$ cat src/rtl/mdu_seq.sv
// Sequential multiply/divide unit feeding the HI/LO register pair: multi-cycle
// MULT/MULTU, 32-step restoring DIV/DIVU, and single-step MTHI/MTLO moves.
module mdu_seq #(
   parameter int MUL_LAT = 2   // cycles from MULT/MULTU acceptance to the write, 2..4
) (
   input  logic        clk,
   input  logic        rst,
   input  logic        start_i,
   input  logic [2:0]  op_i,
   input  logic [31:0] op_a_i,
   input  logic [31:0] op_b_i,
   input  logic        flush_i,
   input  logic [31:0] hi_i,
   input  logic [31:0] lo_i,
   output logic        busy_o,
   output logic        hilo_we_o,
   output logic [31:0] hi_o,
   output logic [31:0] lo_o,
   output logic [2:0]  dbg_state_o
);

   // Handshake: start_i is a single-cycle request, taken only when busy_o=0 and
   // flush_i=0 (busy_o is the inverse of ready); requests while busy are dropped.
   localparam logic [2:0] OP_MULT  = 3'd1;
   localparam logic [2:0] OP_MULTU = 3'd2;
   localparam logic [2:0] OP_DIV   = 3'd3;
   localparam logic [2:0] OP_DIVU  = 3'd4;
   localparam logic [2:0] OP_MTHI  = 3'd5;
   localparam logic [2:0] OP_MTLO  = 3'd6;

   typedef enum logic [2:0] {IDLE, MUL, DIV, FIX, WB} state_e;

   state_e      state_q, state_d;
   logic [5:0]  cnt_q, cnt_d;
   logic [31:0] a_q, a_d, b_q, b_d, rem_q, rem_d;
   logic        sgn_q, sgn_d, neg_a_q, neg_a_d, neg_b_q, neg_b_d;
   logic [31:0] hi_q, hi_d, lo_q, lo_d;

   logic        accept;
   logic        div_neg_a, div_neg_b;
   logic [63:0] mul_a, mul_b, prod;
   logic [32:0] div_shift;
   logic        div_fit;
   logic [31:0] div_sub;

   assign accept    = (state_q == IDLE) && start_i && !flush_i &&
                      (op_i != 3'd0) && (op_i != 3'd7);
   assign div_neg_a = (op_i == OP_DIV) && op_a_i[31];
   assign div_neg_b = (op_i == OP_DIV) && op_b_i[31];

   // Low 64 bits of the product are identical for signed and unsigned once the
   // operands are sign- or zero-extended to 64 bits.
   assign mul_a = {{32{sgn_q & a_q[31]}}, a_q};
   assign mul_b = {{32{sgn_q & b_q[31]}}, b_q};
   assign prod  = mul_a * mul_b;

   // a_q shifts the dividend out and the quotient bits in; rem_q stays below b_q.
   assign div_shift = {rem_q, a_q[31]};
   assign div_fit   = div_shift >= {1'b0, b_q};
   assign div_sub   = div_shift[31:0] - b_q;

   always_comb begin
      state_d = state_q;
      cnt_d   = cnt_q;
      a_d     = a_q;
      b_d     = b_q;
      rem_d   = rem_q;
      sgn_d   = sgn_q;
      neg_a_d = neg_a_q;
      neg_b_d = neg_b_q;
      hi_d    = hi_q;
      lo_d    = lo_q;
      case (state_q)
         IDLE: begin
            if (accept) begin
               cnt_d   = '0;
               a_d     = op_a_i;
               b_d     = op_b_i;
               rem_d   = '0;
               sgn_d   = (op_i == OP_MULT);
               neg_a_d = 1'b0;
               neg_b_d = 1'b0;
               case (op_i)
                  OP_MULT, OP_MULTU: state_d = MUL;
                  OP_DIV, OP_DIVU: begin
                     if (op_b_i == '0) begin
                        hi_d    = op_a_i;
                        lo_d    = '1;
                        state_d = WB;
                     end else begin
                        neg_a_d = div_neg_a;
                        neg_b_d = div_neg_b;
                        a_d     = div_neg_a ? -op_a_i : op_a_i;
                        b_d     = div_neg_b ? -op_b_i : op_b_i;
                        state_d = DIV;
                     end
                  end
                  OP_MTHI: begin
                     hi_d    = op_a_i;
                     lo_d    = lo_i;
                     state_d = WB;
                  end
                  OP_MTLO: begin
                     hi_d    = hi_i;
                     lo_d    = op_a_i;
                     state_d = WB;
                  end
                  default: state_d = IDLE;
               endcase
            end
         end
         MUL: begin
            if (flush_i) begin
               state_d = IDLE;
            end else if (cnt_q == 6'(MUL_LAT - 2)) begin
               {hi_d, lo_d} = prod;
               state_d      = WB;
            end else begin
               cnt_d = cnt_q + 6'd1;
            end
         end
         DIV: begin
            if (flush_i) begin
               state_d = IDLE;
            end else begin
               rem_d = div_fit ? div_sub : div_shift[31:0];
               a_d   = {a_q[30:0], div_fit};
               cnt_d = cnt_q + 6'd1;
               if (cnt_q == 6'd31) state_d = FIX;
            end
         end
         FIX: begin
            if (flush_i) begin
               state_d = IDLE;
            end else begin
               hi_d    = neg_a_q ? -rem_q : rem_q;
               lo_d    = (neg_a_q ^ neg_b_q) ? -a_q : a_q;
               state_d = WB;
            end
         end
         WB:      state_d = IDLE;
         default: state_d = IDLE;
      endcase
   end

   always_ff @(posedge clk or negedge rst) begin
      if (!rst) begin
         state_q <= IDLE;
         cnt_q   <= '0;
         a_q     <= '0;
         b_q     <= '0;
         rem_q   <= '0;
         sgn_q   <= 1'b0;
         neg_a_q <= 1'b0;
         neg_b_q <= 1'b0;
         hi_q    <= '0;
         lo_q    <= '0;
      end else begin
         state_q <= state_d;
         cnt_q   <= cnt_d;
         a_q     <= a_d;
         b_q     <= b_d;
         rem_q   <= rem_d;
         sgn_q   <= sgn_d;
         neg_a_q <= neg_a_d;
         neg_b_q <= neg_b_d;
         hi_q    <= hi_d;
         lo_q    <= lo_d;
      end
   end

   assign busy_o      = (state_q != IDLE);
   assign hilo_we_o   = (state_q == WB);
   assign hi_o        = hi_q;
   assign lo_o        = lo_q;
   assign dbg_state_o = state_q;

endmodule

$ cat config.mk
export PLATFORM = sky130hd
export DESIGN_NAME = mdu_seq
export DESIGN_NICKNAME = d
export VERILOG_FILES = /design/src/rtl/mdu_seq.sv
export SDC_FILE = /design/constraint.sdc
export NUM_CORES = 2
export LEC_CHECK = 0
export CAP_MARGIN = 0
export CORE_MARGIN = 2
export CORE_UTILIZATION = 30
export DETAILED_ROUTE_END_ITERATION = 10
export PLACE_DENSITY = 0.47
export SLEW_MARGIN = 0
export SYNTH_ARGS = -nofsm -noshare
export SYNTH_HDL_FRONTEND = slang
export SYNTH_SLANG_ARGS = --single-unit
$ cat constraint.sdc
create_clock -name clk -period 9.1 [get_ports clk]
set_clock_uncertainty 0.15 [all_clocks]
set_input_delay 1.82 -clock clk [delete_from_list [all_inputs] [get_ports clk]]
set_output_delay 1.82 -clock clk [all_outputs]
set_load 0.02 [all_outputs]
* Word level (Yosys, flattened, before mapping)
Index checks and enable logic that the tools add are counted.
** Cells by class
- Add/subtract/negate cells :: 6
- Multipliers :: 1
- Order comparisons :: 1
- Equal/unequal tests :: 22
- Muxes and demuxes :: 47
- Bitwise logic cells :: 3
- Reduce and logical (&&, ||, !) cells :: 23
** Operators with widths (number)
- $mux W32 :: 23
- $pmux W32 S3 :: 4
- $neg A32 Y32 :: 4
- $pmux W32 S2 :: 2
- $mul A33 B33 Y64 :: 1
- $ge A33 B32 Y1 :: 1
- $logic_not A32 Y1 :: 1
- $sub A32 B32 Y32 :: 1
- $mux W6 :: 4
- $mux W3 :: 7
- $pmux W6 S3 :: 1
- $eq A3 B2 Y1 const B :: 4
- $eq A3 B3 Y1 const B :: 4
- $ne A2 B2 Y1 const B :: 6
- $ne A3 B3 Y1 const B :: 4
- $pmux W3 S4 :: 1
- $reduce_bool A3 Y1 :: 4
- $pmux W3 S3 :: 1
- $reduce_and A7 Y1 :: 1
- $add A6 B1 Y6 const B :: 1
- $eq A3 B1 Y1 const B :: 2
- $eq A6 B5 Y1 const B :: 1
- $logic_and A1 B1 Y1 :: 6
- $logic_not A6 Y1 :: 1
- other kinds (11) :: 18
** Word-level totals
- Register bits :: 172
- Input port bits :: 135
- Output and inout bits :: 69
- Word-level logic and storage cells :: 113

* Logic depth before layout (Yosys ltp)
- Depth in word-level cells :: 7
- Gate-level depth with buffers :: 31
- Depth with buffers taken out :: 28

* Worst setup path before layout
No wires, ideal clock.
- Path kind :: register to register
- Start point :: register a_q[31]
- End point :: register hi_q[29] (netlist: hi_o[29])
- Library setup time :: 0.069 ns
- Arrival time :: 8.312 ns
- Path slack :: 0.570 ns
- Stages on the path, launching flop included :: 31
- Path buffers :: 3
- Period minus slack after synthesis :: 8.530 ns
- Path through :: dfrtp_1 clkbuf_1 and2_0 clkbuf_1 nand2_1 inv_1 fa_1 inv_1 fa_1 inv_1 fa_1 fa_1 inv_1 fa_1 inv_1 fa_1 inv_1 fa_1 fa_1 inv_1 ha_1 clkbuf_1 a21o_1 a21o_1 a21oi_1 o21ai_0 or3_1 o21ai_1 nor2_1 or3_1 nand3_1
** On the way
- Cells in the longest elaborated chain, start to end :: 5
** Ends and longest elaborated chain
- start, declared :: line 35 : logic [31:0] a_q, a_d, b_q, b_d, rem_q, rem_d;
- start signal, assigned :: line 150 : a_q <= '0;
- start signal, assigned :: line 161 : a_q <= a_d;
- $and A1 B1 Y1 :: line 53 : assign mul_a = {{32{sgn_q & a_q[31]}}, a_q};
- $mul A33 B33 Y64 * :: line 55 : assign prod = mul_a * mul_b;
- $mux W32 * :: line 115 : end else if (cnt_q == 6'(MUL_LAT - 2)) begin
- $mux W32 * :: line 113 : if (flush_i) begin
- $pmux W32 S3 * :: line 73 : case (state_q)
- end signal, assigned :: line 167 : hi_q <= hi_d;
- end, declared :: line 37 : logic [31:0] hi_q, hi_d, lo_q, lo_d;
Mark *: on every way between the ends. The rest lies on a longest branch, timed or not. The select of a mux whose other input is x is not followed.
A chain may end at the register's enable or synchronous reset.

* Worst setup path in the final report
- Start point :: register a_q[31]
- End point :: register hi_q[14] (netlist: hi_o[14])
Same word-level chain as after synthesis.

==> run metrics <==
status finished clean; via count 40735; first-pass GRT wire length 283000 µm; Synth Area in XOR/XNOR 0.0353; Final Util 0.337; vias per cell 4.96; area delta synth->final 12.0%; DP Wirelength 155000 µm; worst setup margin 388 ps; number of H-tree levels 4; IO Count 204; clk sinks 172; max_slew headroom 0.198; clk slew on worst S/H paths 80 ps; Worst-Skew Late Latency 530 ps; post-synth top area cell fa_1; fmax 115 MHz; total CTS buffers 17; mux contribution to synthesized area 0.00534; Netlist Area Pre-Place 50900 µm²; top-count cell post-synth inv_1; worst hold path class register to register; post-route clock period utilization 0.957; Yosys cell types 65; minimum clock period 8710 ps; Final Wtd Congestion 0.899; Layout Nets 7492; CP Data Arrival Time 9000 ps; # rows 151; synth top area cells fa_1 44%, inv_1 8.7%, dfrtp_1 8.5%; CTS root buf clkbuf_16; Post-synth top cells 1181 x inv_1, 1126 x fa_1, 974 x nand2_1; layout cells sized above 1 0.0524; count of pins over their slew limit 0; Core ar. 169000 µm²; wire per inst 22.6 µm; drt first-iter violations 2991; CTS tree built; Syn Nets 7426; worst-path fanout max 31; Worst Path Class, Setup register to register; post-synthesis compound-gate area fraction 0.0958; final hold violation count 0; top cell type's share of synthesized area 0.443; Post-synth EDFFs 0; Ys Warns 0; Seq/Total Area, Yosys 0.0846; largest net degree at the start of global routing 98; DRC viols 0; total grt overflow 0; main flop type after synthesis dfrtp_1; Die Span X 416 µm; required time worst endpoint 9390 ps; RSZ-0062 raised after global routing false; Initial Util 0.301; largest family of logic cells by synthesized area adder cells; average cell area after synthesis 8.60 µm²; worst slew pin tran 1200 ps; adder-cell share of the synthesized area 0.505; TNS Setup 0 ps; Tot GR Track Use 0.219; max-cap check violation count 0; Final setup viols 0; die height 416 µm; Post-Syn Instances 5914; Synth async-reset ratio 1.00; Pre-Repair DR Iteration Count 5; Fill cells 17852; hold-fix buffers at CTS 0; Detail Route Antenna Nets 0; Port Buffers 203; crit end category register; initial antenna violation count 10; simple-gate share of the synthesized area 0.159; DP Worst Slack 163 ps; Clock Path Buffers 2; die area 173000 µm²; vias in the first global route 43721; WL final 186000 µm; crit path launch type register; FF+latch count, synth 172
kinds of logic after synthesis:
| kind of cell | after synthesis |
|---|---|
| XOR/XNOR | 205 |
| AND/OR/NAND/NOR | 1788 |
| multiplexers | 27 |
| AO/OA/AOI/OAI | 787 |
| flip-flops | 172 |
| adder cells (fa/ha/maj) | 1377 |
| buffers and inverters | 1558 |
cell usage in the layout, fill, tap and decap left out, types with 27 or more instances in the layout:
| master | instances |
|---|---|
| xor2_1 | 95 |
| inv_1 | 1177 |
| xnor2_1 | 110 |
| o31ai_1 | 40 |
| ha_1 | 251 |
| nor3_1 | 45 |
| a221oi_1 | 31 |
| a21oi_1 | 202 |
| nand2_1 | 973 |
| nand3_1 | 55 |
| buf_4 | 193 |
| clkdlybuf4s50_1 | 202 |
| o21ai_0 | 262 |
| dfrtp_1 | 155 |
| nor2_1 | 231 |
| a21o_1 | 62 |
| and3_1 | 27 |
| and2_1 | 294 |
| fa_1 | 1126 |
sequential cells by signal (all words and copies together) (netlist names):
| signal | flops |
|---|---|
| a_q | 32 |
| b_q | 32 |
| cnt_q | 6 |
| dbg_state_o | 3 |
| hi_o | 32 |
| lo_o | 32 |
| neg_a_q | 1 |
| neg_b_q | 1 |
| rem_q | 32 |
| sgn_q | 1 |
area by class of cell:
type                            instances  area, µm²  share of cell area
Inverter                             1183       4460              0.0782
Clock inverter                         14        176             0.00310
Sequential cell                       172       4330              0.0759
Tap cell                             2218       2780              0.0487
Timing Repair Buffer                  422       4000              0.0701
Multi-Input combinational cell       4184      40800               0.716
Clock buffer                           18        429             0.00753
Antenna cell                            1       2.50           0.0000439
metrics by stage:
step	cells	hold slack (ps)	cell area (µm²)
floorplan	5914	334	50900
global placement	8173	317	56300
detailed placement	8173	320	56300
CTS	8205	338	56900
global route	8211	353	57000
finish	8212	333	57000
path summary, 6_finish.rpt:
| kind | from | endpoint | slack, ps | cells after the start |
|---|---|---|---|---|
| setup / recovery | a_q[31] | hi_o[14] | 390 | 26 |
| hold / removal | lo_o[22] | lo_o[22] | 330 | 2 |
| setup reg to reg | a_q[31] | hi_o[14] | 390 | 26 |
| hold reg to reg | lo_o[22] | lo_o[22] | 330 | 2 |
| max in group asynchronous | rst | a_q[25] | 6200 | 2 |
| min in group asynchronous | rst | cnt_q[0] | 1130 | 1 |
critical path, stage by stage (launching register included):
cell and delay [ps]:
dfrtp_1 510, buf_6 330, inv_1 100, buf_4 200
nor2_1 330, fa_1 460, inv_1 100, fa_1 390
inv_1 80, fa_1 470, fa_1 580, fa_1 440
fa_1 500, fa_1 490, inv_1 50, fa_1 530
inv_1 60, ha_1 290, buf_4 150, nand2_1 90
o21ai_0 510, a21boi_0 240, o2111ai_1 390, a21oi_1 170
xnor2_1 560, a221oi_1 250, o21ai_0 220
timing repair:
item | in CTS | in global routing
setup endpoints to repair | 0 | 19
resized for setup | 0 | 23
buffers inserted | 0 | 6
routing by layer:
metal | vias to the layer above | global-route usage | share of wire
met5 | - | 0 | 0.000065
met1 | 21300 | 0.291 | 0.43
met2 | 1119 | 0.376 | 0.49
li1 | 18121 | - | -
met4 | 2 | 0.0724 | 0.036
met3 | 193 | 0.0185 | 0.044
Power is not shown: default switching activity piles up to over one toggle a cycle in this logic, so the estimate is an artifact.
